**src/rtl/pep9_fetch_pkg.sv**
```systemverilog
// Shared types and opcode constants for the Pep9 fetch and decode stages.
package pep9_fetch_pkg;

  typedef enum logic [2:0] {
    IDLE  = 3'd0,
    ADDR  = 3'd1,
    WAIT  = 3'd2,
    VALID = 3'd3,
    ERR   = 3'd4
  } fetch_state_t;

  localparam logic [7:0] OPC_UNARY_MAX = 8'h11;
  localparam logic [7:0] OPC_NOP0      = 8'h26;
  localparam logic [7:0] OPC_NOP1      = 8'h27;

  // Unary instructions carry no operand specifier.
  function automatic bit is_unary(input logic [7:0] opcode);
    return (opcode <= OPC_UNARY_MAX) || (opcode == OPC_NOP0) || (opcode == OPC_NOP1);
  endfunction

endpackage

```
**src/rtl/pep9_len_decode.sv**
```systemverilog
// Combinational Pep9 opcode -> instruction length (1 = unary, 3 = nonunary).
module pep9_len_decode
  import pep9_fetch_pkg::*;
(
  input  logic [7:0] opcode,
  output logic [1:0] instr_len
);

  // Length lookup from the opcode class.
  always_comb begin
    instr_len = 2'd3;
    if (is_unary(opcode)) begin
      instr_len = 2'd1;
    end else begin
      instr_len = 2'd3;
    end
  end

endmodule

```
**src/rtl/pep9_fetch_unit.sv**
```systemverilog
// Pep9 instruction fetch stage: reads opcode and operand bytes through apb_top,
// assembles the instruction and next PC, and aborts on a bus that never completes.
module pep9_fetch_unit
  import pep9_fetch_pkg::*;
#(
  parameter int TIMEOUT_CYCLES = 64,
  parameter int PC_W           = 16
) (
  input  logic            sysclk,
  input  logic            reset,
  input  logic            fetch_req,
  input  logic [PC_W-1:0] pc_in,
  output logic            fetch_busy,
  output logic            instr_valid,
  output logic [23:0]     instr_out,
  output logic [1:0]      instr_len,
  output logic [PC_W-1:0] next_pc,
  output logic            fetch_err,
  output logic [PC_W-1:0] address,
  output logic [7:0]      writeData,
  output logic            we,
  input  logic [7:0]      readData,
  input  logic            done
);

  localparam int WD_W = (TIMEOUT_CYCLES > 1) ? $clog2(TIMEOUT_CYCLES) : 1;

  fetch_state_t    state_r, state_s;
  logic [PC_W-1:0] base_pc_r, base_pc_s;
  logic [1:0]      idx_r, idx_s;
  logic [WD_W-1:0] wdog_r, wdog_s;
  logic [7:0]      opc_r, opc_s;
  logic [7:0]      hi_r, hi_s;
  logic [PC_W-1:0] address_r, address_s;
  logic [23:0]     instr_out_r, instr_out_s;
  logic [1:0]      instr_len_r, instr_len_s;
  logic [PC_W-1:0] next_pc_r, next_pc_s;
  logic            valid_r, valid_s;
  logic            err_r, err_s;
  logic            busy_r;
  logic [1:0]      dec_len_s;

  pep9_len_decode u_len_decode (
    .opcode    (readData),
    .instr_len (dec_len_s)
  );

  // Next-state and next-output logic for the fetch sequencer.
  always_comb begin
    state_s     = state_r;
    base_pc_s   = base_pc_r;
    idx_s       = idx_r;
    wdog_s      = wdog_r;
    opc_s       = opc_r;
    hi_s        = hi_r;
    address_s   = address_r;
    instr_out_s = instr_out_r;
    instr_len_s = instr_len_r;
    next_pc_s   = next_pc_r;
    valid_s     = 1'b0;
    err_s       = 1'b0;
    case (state_r)
      IDLE: begin
        if (fetch_req) begin
          base_pc_s = pc_in;
          address_s = pc_in;
          idx_s     = 2'd0;
          state_s   = ADDR;
        end else begin
          state_s = IDLE;
        end
      end
      // apb_top needs one cycle of stable address; done seen here is stale.
      ADDR: begin
        wdog_s  = '0;
        state_s = WAIT;
      end
      WAIT: begin
        if (done) begin
          case (idx_r)
            2'd0: begin
              opc_s = readData;
              if (dec_len_s == 2'd1) begin
                instr_out_s = {readData, 16'h0000};
                instr_len_s = 2'd1;
                next_pc_s   = base_pc_r + PC_W'(1);
                valid_s     = 1'b1;
                state_s     = VALID;
              end else begin
                idx_s     = 2'd1;
                address_s = base_pc_r + PC_W'(1);
                state_s   = ADDR;
              end
            end
            2'd1: begin
              hi_s      = readData;
              idx_s     = 2'd2;
              address_s = base_pc_r + PC_W'(2);
              state_s   = ADDR;
            end
            2'd2: begin
              instr_out_s = {opc_r, hi_r, readData};
              instr_len_s = 2'd3;
              next_pc_s   = base_pc_r + PC_W'(3);
              valid_s     = 1'b1;
              state_s     = VALID;
            end
            default: begin
              state_s = IDLE;
            end
          endcase
        end else if (wdog_r == WD_W'(TIMEOUT_CYCLES - 1)) begin
          err_s   = 1'b1;
          state_s = ERR;
        end else begin
          wdog_s = wdog_r + WD_W'(1);
        end
      end
      VALID: begin
        state_s = IDLE;
      end
      ERR: begin
        state_s = IDLE;
      end
      default: begin
        state_s = IDLE;
      end
    endcase
  end

  // State and registered outputs.
  always_ff @(posedge sysclk or posedge reset) begin
    if (reset) begin
      state_r     <= IDLE;
      base_pc_r   <= '0;
      idx_r       <= 2'd0;
      wdog_r      <= '0;
      opc_r       <= 8'h00;
      hi_r        <= 8'h00;
      address_r   <= '0;
      instr_out_r <= 24'h000000;
      instr_len_r <= 2'd0;
      next_pc_r   <= '0;
      valid_r     <= 1'b0;
      err_r       <= 1'b0;
      busy_r      <= 1'b0;
    end else begin
      state_r     <= state_s;
      base_pc_r   <= base_pc_s;
      idx_r       <= idx_s;
      wdog_r      <= wdog_s;
      opc_r       <= opc_s;
      hi_r        <= hi_s;
      address_r   <= address_s;
      instr_out_r <= instr_out_s;
      instr_len_r <= instr_len_s;
      next_pc_r   <= next_pc_s;
      valid_r     <= valid_s;
      err_r       <= err_s;
      busy_r      <= (state_s != IDLE);
    end
  end

  assign fetch_busy  = busy_r;
  assign instr_valid = valid_r;
  assign instr_out   = instr_out_r;
  assign instr_len   = instr_len_r;
  assign next_pc     = next_pc_r;
  assign fetch_err   = err_r;
  assign address     = address_r;
  assign writeData   = 8'h00;
  assign we          = 1'b0;

endmodule

```
**config.mk**
```make
export PLATFORM = sky130hd
export DESIGN_NAME = pep9_fetch_unit
export DESIGN_NICKNAME = d
export VERILOG_FILES = /design/src/rtl/pep9_fetch_pkg.sv /design/src/rtl/pep9_len_decode.sv /design/src/rtl/pep9_fetch_unit.sv
export SDC_FILE = /design/constraint.sdc
export NUM_CORES = 1
export LEC_CHECK = 0
export ABC_AREA = 1
export CAP_MARGIN = 15
export CORE_MARGIN = 10
export CORE_UTILIZATION = 30
export CTS_CLUSTER_DIAMETER = 40
export CTS_CLUSTER_SIZE = 24
export DETAILED_ROUTE_END_ITERATION = 10
export PLACE_DENSITY = 0.57
export SLEW_MARGIN = 40
export SYNTH_ARGS = -nofsm -noshare
export SYNTH_HDL_FRONTEND = slang
export SYNTH_SLANG_ARGS = --single-unit
```
**constraint.sdc**
```tcl
create_clock -name sysclk -period 4.9 [get_ports sysclk]
set_input_delay 0.49 -clock sysclk [delete_from_list [all_inputs] [get_ports sysclk]]
set_output_delay 0.49 -clock sysclk [all_outputs]
set_load 0.1 [all_outputs]
```
Yosys cells after proc, flatten, opt, wreduce, memory -nomap -nowiden:

Index checks and enable logic that the tools add are counted.

* flip-flop bits (word level): 104
* input port bits: 28
* output and inout bits: 70

* add/subtract/negate cells: 4
* magnitude comparators: 1
* eq/ne operators: 15
* mux-type cells: 33
* reduce and logical (&&, ||, !) cells: 14

Operators with widths (count)
* $pmux 16 s2: 3
* $mux 16: 4
* $pmux 24 s2: 1
* $add 16x2->16 const B: 2
* $mux 24: 1
* $pmux 3 s3: 2
* $add 16x1->16 const B: 1
* $eq 8x6->1 const B: 2
* $mux 2: 6
* $mux 6: 2
* $pmux 2 s2: 3
* $pmux 6 s2: 1
* $ne 2x2->1 const B: 5
* $reduce_and 3->1: 3
* $le 8x5->1 const B: 1
* $mux 1: 7
* $add 6x1->6 const B: 1
* $eq 6x6->1 const B: 1
* $mux 3: 2
* $reduce_bool 2->1: 3
* $reduce_and 5->1: 1
* $eq 2x1->1 const B: 2
* $reduce_and 4->1: 1
* $eq 3x1->1 const B: 1
* other kinds (10): 11

Longest topological paths before layout:

* depth in word-level cells: 10
* gate-level depth with buffers: 12
* gate-level depth less buffers: 12

Modules after synthesis:

From an unflattened synthesis, not the netlist that was laid out.

* cells, all modules: 709
* area, all modules: 5547.8 um2

By module, submodules not included
* pep9_fetch_unit: instances 1, cells an instance 695, area each 5487.8 um2, seq. area each 2602.5 um2
* pep9_len_decode: instances 1, cells an instance 14, area each 60.1 um2, seq. area each 0.0 um2

Worst setup path before layout:

No wires, ideal clock.

* kind: reg-to-reg
* from: register base_pc_r[0]
* to: register next_pc_r[14] (netlist: next_pc[14])
* arrival time: 1.457 ns
* required time: 4.776 ns
* path slack: 3.319 ns
* stages on the path, launching flop included: 9
* path through: dfrtp_1 > inv_1 > ha_1 > nor2_1 > nand2_1 > o21ai_0 > nand2_1 > nand2_1 > a21oi_1

* word-level cells in the longest chain between the ends: 3
* elaborated cells between the ends (all ways): 4

RTL lines
* start: declaration: RTL line pep9_fetch_unit.sv:29 `logic [PC_W-1:0] base_pc_r, base_pc_s;`
* start signal: assignment: RTL line pep9_fetch_unit.sv:149 `base_pc_r <= base_pc_s;`
* $add 16x1->16: RTL line pep9_fetch_unit.sv:86 `next_pc_s = base_pc_r + PC_W'(1);`
* $mux 16: RTL line pep9_fetch_unit.sv:83 `if (dec_len_s == 2'd1) begin`
* $pmux 16 s2 *: RTL line pep9_fetch_unit.sv:80 `case (idx_r)`
* end signal: assignment: RTL line pep9_fetch_unit.sv:157 `next_pc_r <= next_pc_s;`
* end: declaration: RTL line pep9_fetch_unit.sv:37 `logic [PC_W-1:0] next_pc_r, next_pc_s;`

Mark *: on every way between the ends. The rest lies on a longest branch, timed or not. The select of a mux whose other input is x is not followed.
A chain may end at the register's enable or synchronous reset.

Worst setup path after layout:

Same ends and word-level chain as after synthesis.

==> impl_metrics.ini <==
[setup_path]
cp.arrival_ps = 2420
end_kind = flop
crit_required_ps = 5190
r2r_cells = 9
rrSetupSlack_ps = 2770
critPathLaunchType = flop
cp_max_fo = 7
worstSetupPathType = reg2reg

[yosys]
ys_warn_count = 0
yosys.area.top_type_share_pct = 46.9
postSynthCellCount = 710
seq_area_frac_synth_pct = 46.9
ys_types = 36
synthFlopType = dfrtp_1
syn_area_um2 = 5550
yosys.area.top_type = dfrtp_1
async_flop_share_pct = 100
synth_area_per_cell_um2 = 7.82
synthTopCellsByArea = dfrtp_1, nand2_1, o21ai_0, nand3_1, inv_1
synth-edff-count = 0
synth-seq-cells = 104

[global_routing]
track_usage_pct = 14.0
antenna_found_initial = 0
overflow = 0
grt_pass1_vias = 4902
grt_pass1_wl_mm = 27.1
grt_max_degree = 76

[final_layout]
area_growth_pct = 17.8
mostFrequentLayoutCell = nand2_1
n_antenna_cell = 0
final_core_util_pct = 36.2
nets = 820
multi_input_area_um2 = 2510
seqCellArea_um2 = 2600
final_cell_mix = nand2_1, dfrtp_1, buf_2
n_fill_cell = 1925
drive_gt1_share_pct = 14.6

[sta]
period_needed_ps = 2130
rsz0062_at_grt = no
worstMarginPinSlew_ps = 691
hold_viol_final = 0
fin_setup_tns_ps = 0
fmax_ghz = 0.470
skew_ps = 9.77
slew_headroom_pct = 54.0
maxSlewViolCount = 0
finalCritPeriodShare_pct = 43.4
setup_viol = 0

[worst_hold_path]
worstHoldPathCells = 2
hold_class = reg2reg

[drt]
via_per_inst = 4.69
drt_iter0_markers = 392
wire_per_inst_um = 16.1
antenna_left = 0
drc = 0
vias = 4793
drt-total-wl_mm = 16.4
dr.pass1.iters = 5

[cts]
cts.sinks = 104
cts_buffer_depth = 2
cts_made_buffers = 9
holdBufCountCts = 0
clk_pin_slew_worst_paths_ps = 70
clock_latency_ps = 360
cts-root-buf = clkbuf_16
htreeDepth = 3
cts-resized-gates = 0
cts_tree = built
cts_setup_buffers = 0

[floorplanning]
rows = 49
core_area_um2 = 18100
fp.dieArea_um2 = 24400
start_util_pct = 30.7
ios = 98
dieWidth_um = 156
die_height_um = 156

[status]
run_status = complete, no violations

[placed_design]
portBuffers = 88
gp_congestion = 0.900
dpl.hpwl_mm = 11.7

[run]
maxCapViolations = 0
synthesized netlist by cell type (2+ instances only):
master    number
xor2_1         8
buf_2          8
nor3_1         2
a22o_1        16
o21ai_1       14
clkbuf_2       2
nand2_4        3
o21ai_2        3
a21oi_1       19
nand4_1       11
nor2_4         8
inv_1         54
o21ai_0       58
nand3_1       50
clkbuf_1       3
nor2_1        42
nand2_1      247
buf_6          5
xnor2_1        2
o211ai_1       4
dfrtp_1      104
ha_1           5
o22ai_1        2
nor2_2         4
buf_4         14
nand2_2        4
inv_2          9
stage by stage:
step           setup WS (ps)  std cells  area, um^2  hold slack, ps
2_1_floorplan           1680        718        5580             453
3_3_place_gp            2500       1005        6550             466
3_5_place_dp            2440       1005        6240             460
4_1_cts                 2780       1021        6540             482
5_1_grt                 2510       1021        6540             500
6_report                2770       1021        6540             474
logic make-up after synthesis:
| kind of cell | after synthesis | synth area share [%] |
|---|---|---|
| compound gates | 117 | 12.1 |
| simple gates | 376 | 29.7 |
| xor+xnor | 10 | 1.58 |
| buf+inv | 97 | 8.54 |
| other cells | 1 | 0.0675 |
| fa+ha+maj | 5 | 1.13 |
| flops | 104 | 46.9 |
routing by layer:
layer / vias up / track usage (%) / routed length, um
met2: 142 / 20.3 / 6980
li1: 2426 / - / -
met5: - / 0 / 0
met3: 26 / 5.38 / 1260
met4: 0 / 4.59 / 367
met1: 2199 / 18.6 / 7780
path summary, 6_finish.rpt:
| path | end | from |
|---|---|---|
| worst max-delay path | next_pc[14] | base_pc_r[0] |
| worst min-delay path | address[0] | address[0] |
| worst max register to register | next_pc[14] | base_pc_r[0] |
| worst min register to register | address[0] | address[0] |
| max in group asynchronous | next_pc[10] | reset |
| min in group asynchronous | instr_out[14] | reset |
worst max-delay path, cell delays in order (launching register included):
cell,delay (ps)
dfrtp_1,530
inv_1,190
ha_1,270
nor2_1,400
nand2_1,210
nor2_1,150
nand2_1,60
nand2_1,60
nand2_1,40
a21oi_1,150
layout make-up:
| type | count | share of cell area (%) |
|---|---|---|
| well taps | 229 | 4.38 |
| repair buffers | 90 | 9.03 |
| clock buffers | 11 | 3.56 |
| clock inverters | 5 | 0.994 |
| flip-flops and latches | 104 | 39.8 |
| multi-input cells | 517 | 38.3 |
| inverters | 65 | 3.92 |
flip-flops by register name (all words and copies together), names as in the netlist:
name / cells
instr_out: 24
address: 16
base_pc_r: 16
next_pc: 16
hi_r: 8
opc_r: 8
wdog_r: 6
state_r: 3
idx_r: 2
instr_len: 2
fetch_busy: 1
fetch_err: 1
instr_valid: 1
Power is not shown: default switching activity piles up to over one toggle a cycle in this logic, so the estimate is an artifact.
==> RTL change (same settings) <==
Register the inputs `fetch_req`, `pc_in`, `readData` and `done` before use, with the module's reset. The logic sees them one clock later. Comments in the files are not updated.
--- a/src/rtl/pep9_fetch_unit.sv
+++ b/src/rtl/pep9_fetch_unit.sv
@@ -25,6 +25,25 @@
 
   localparam int WD_W = (TIMEOUT_CYCLES > 1) ? $clog2(TIMEOUT_CYCLES) : 1;
 
+  logic fetch_req_q;
+  logic [PC_W-1:0] pc_q;
+  logic [7:0] readData_q;
+  logic done_q;
+
+  always_ff @(posedge sysclk or posedge reset) begin
+    if (reset) begin
+      fetch_req_q <= '0;
+      pc_q        <= '0;
+      readData_q  <= '0;
+      done_q      <= '0;
+    end else begin
+      fetch_req_q <= fetch_req;
+      pc_q        <= pc_in;
+      readData_q  <= readData;
+      done_q      <= done;
+    end
+  end
+
   fetch_state_t    state_r, state_s;
   logic [PC_W-1:0] base_pc_r, base_pc_s;
   logic [1:0]      idx_r, idx_s;
@@ -41,7 +60,7 @@
   logic [1:0]      dec_len_s;
 
   pep9_len_decode u_len_decode (
-    .opcode    (readData),
+    .opcode    (readData_q),
     .instr_len (dec_len_s)
   );
 
@@ -61,9 +80,9 @@
     err_s       = 1'b0;
     case (state_r)
       IDLE: begin
-        if (fetch_req) begin
-          base_pc_s = pc_in;
-          address_s = pc_in;
+        if (fetch_req_q) begin
+          base_pc_s = pc_q;
+          address_s = pc_q;
           idx_s     = 2'd0;
           state_s   = ADDR;
         end else begin
@@ -76,12 +95,12 @@
         state_s = WAIT;
       end
       WAIT: begin
-        if (done) begin
+        if (done_q) begin
           case (idx_r)
             2'd0: begin
-              opc_s = readData;
+              opc_s = readData_q;
               if (dec_len_s == 2'd1) begin
-                instr_out_s = {readData, 16'h0000};
+                instr_out_s = {readData_q, 16'h0000};
                 instr_len_s = 2'd1;
                 next_pc_s   = base_pc_r + PC_W'(1);
                 valid_s     = 1'b1;
@@ -93,13 +112,13 @@
               end
             end
             2'd1: begin
-              hi_s      = readData;
+              hi_s      = readData_q;
               idx_s     = 2'd2;
               address_s = base_pc_r + PC_W'(2);
               state_s   = ADDR;
             end
             2'd2: begin
-              instr_out_s = {opc_r, hi_r, readData};
+              instr_out_s = {opc_r, hi_r, readData_q};
               instr_len_s = 2'd3;
               next_pc_s   = base_pc_r + PC_W'(3);
               valid_s     = 1'b1;
Function: changed (a bounded check fails within 4 cycles, from zero or initial values and one cycle with reset high).
==> RTL change against the original RTL <==
Synthesized area rose by 11%; clock skew rose by 0.0038 ns; non-clock buffer count rose by 1; wire length rose by 7.9%; worst hold slack got worse by 0.0072 ns; worst setup slack improved by 0.042 ns; cell area rose by 15%; synthesized cell count rose by 6.8%; sequential share of layout area rose by 3.6 points; sequential cell count rose by 26; critical path type unchanged; largest cell class unchanged.
Power is not shown: default switching activity piles up to over one toggle a cycle in this logic, so the estimate is an artifact.
==> RTL change: results <==
set metrics [dict create \
    first_iter_violations 351 \
    synth_common_cells "nand2_1, dfrtp_1, o21ai_0" \
    worst_setup_path_start_kind "flop" \
    grt_pass1_wl_mm 28.7 \
    finClkSkew_ns 0.0136 \
    drt-wirelength-per-cell_um 15.8 \
    grt_max_degree 73 \
    grt_pass1_vias 5373 \
    status "complete, no violations" \
    dp.final_hpwl_mm 12.6 \
    min-delay-start "instr_out[12]$_DFFE_PP0P_" \
    largest_register_ffs 24 \
    synth-adder-area-share_pct 1.01 \
    insertion_delay_ns 0.43 \
    synth_seq_area_share_pct 52.5 \
    synthXorXnorAreaFrac_pct 1.41 \
    reg2reg_slack_ns 2.82 \
    final_nets 873 \
    crit_fanout 9 \
    place.gp.congestion 0.904 \
    cts_buffer_depth 2 \
    synth-compound-area-share_pct 9.30 \
    cp.arrival_ns 2.44 \
    firstDrtPassIters 5 \
    ys_top_cells_by_area "dfrtp_1, nand2_1, o21ai_0" \
    syn_area_mm2 0.00619 \
    vias_per_cell 4.74 \
    synthArstFlopShare_pct 100 \
    drive_above_1_share_pct 15.6 \
    ctsResizeCount 0 \
    antenna_found_initial 0 \
    cts_buffers 17 \
    synth.distinct_cells 36 \
    r2r-start "base_pc_r[2]$_DFFE_PP0P_" \
    nFillCells 2111 \
    worst_pin_slew_ns 0.639 \
    grt_use_total_pct 13.6 \
    htree_levels 4 \
    cts_setup_buffers 0 \
    root_buffer "clkbuf_16" \
    hold-worst-slack_ns 0.467 \
    hold_class "reg2reg" \
    cap_violations 0 \
]
RTL change: logic make-up (layout without fill, tap and decap cells):
kind of cell / count (synthesis) / in the layout
xor+xnor: 10 / 10
compound gates: 108 / 108
flops: 130 / 130
buf+inv: 100 / 186
other cells: 1 / 9
fa+ha+maj: 5 / 5
simple gates: 404 / 404
RTL change: area by class of cell:
class	instances	area, um^2	share of cell area, %
inverter	64	248	3.30
tap	270	338	4.51
sequential	130	3250	43.4
timing repair buffer	91	611	8.14
clock inverter	14	104	1.38
clock buffer	17	425	5.67
multi-input combinational	536	2520	33.6
RTL change: through the flow:
stage,worst slack [ns],instance area [um^2],cells,utilization [%]
after detailed placement,2.78,6960,1091,34.3
after floorplan,0.941,6220,766,-
after global placement,2.84,7270,1091,35.8
after global routing,2.64,7500,1122,36.9
after CTS,2.77,7490,1122,36.9
final,2.82,7500,1122,36.9
RTL change: layer usage:
layer | track usage [%] | wire (um)
met5 | 0 | 0
met4 | 3.98 | 214
met3 | 3.62 | 965
met2 | 22.7 | 8750
met1 | 16.8 | 7760
RTL change: worst paths after layout:
| kind | end | cells after the start |
|---|---|---|
| max in group asynchronous | pc_q[12]$_DFF_PP0_ | 3 |
| min in group asynchronous | pc_q[1]$_DFF_PP0_ | 2 |
| hold reg to reg | instr_out[12]$_DFFE_PP0P_ | 2 |
| setup / recovery | address[7]$_DFFE_PP0P_ | 9 |
| setup reg to reg | address[7]$_DFFE_PP0P_ | 9 |
| hold / removal | instr_out[12]$_DFFE_PP0P_ | 2 |
RTL change: worst max-delay path, cell delays in order, from the launching register on:
cell,delay (ns)
dfrtp_1,0.53
ha_1,0.31
nand2_1,0.11
nor2_2,0.31
nand2_2,0.15
xor2_1,0.28
nand2_1,0.11
nand3_1,0.10
nand2_1,0.05
nand2_1,0.06
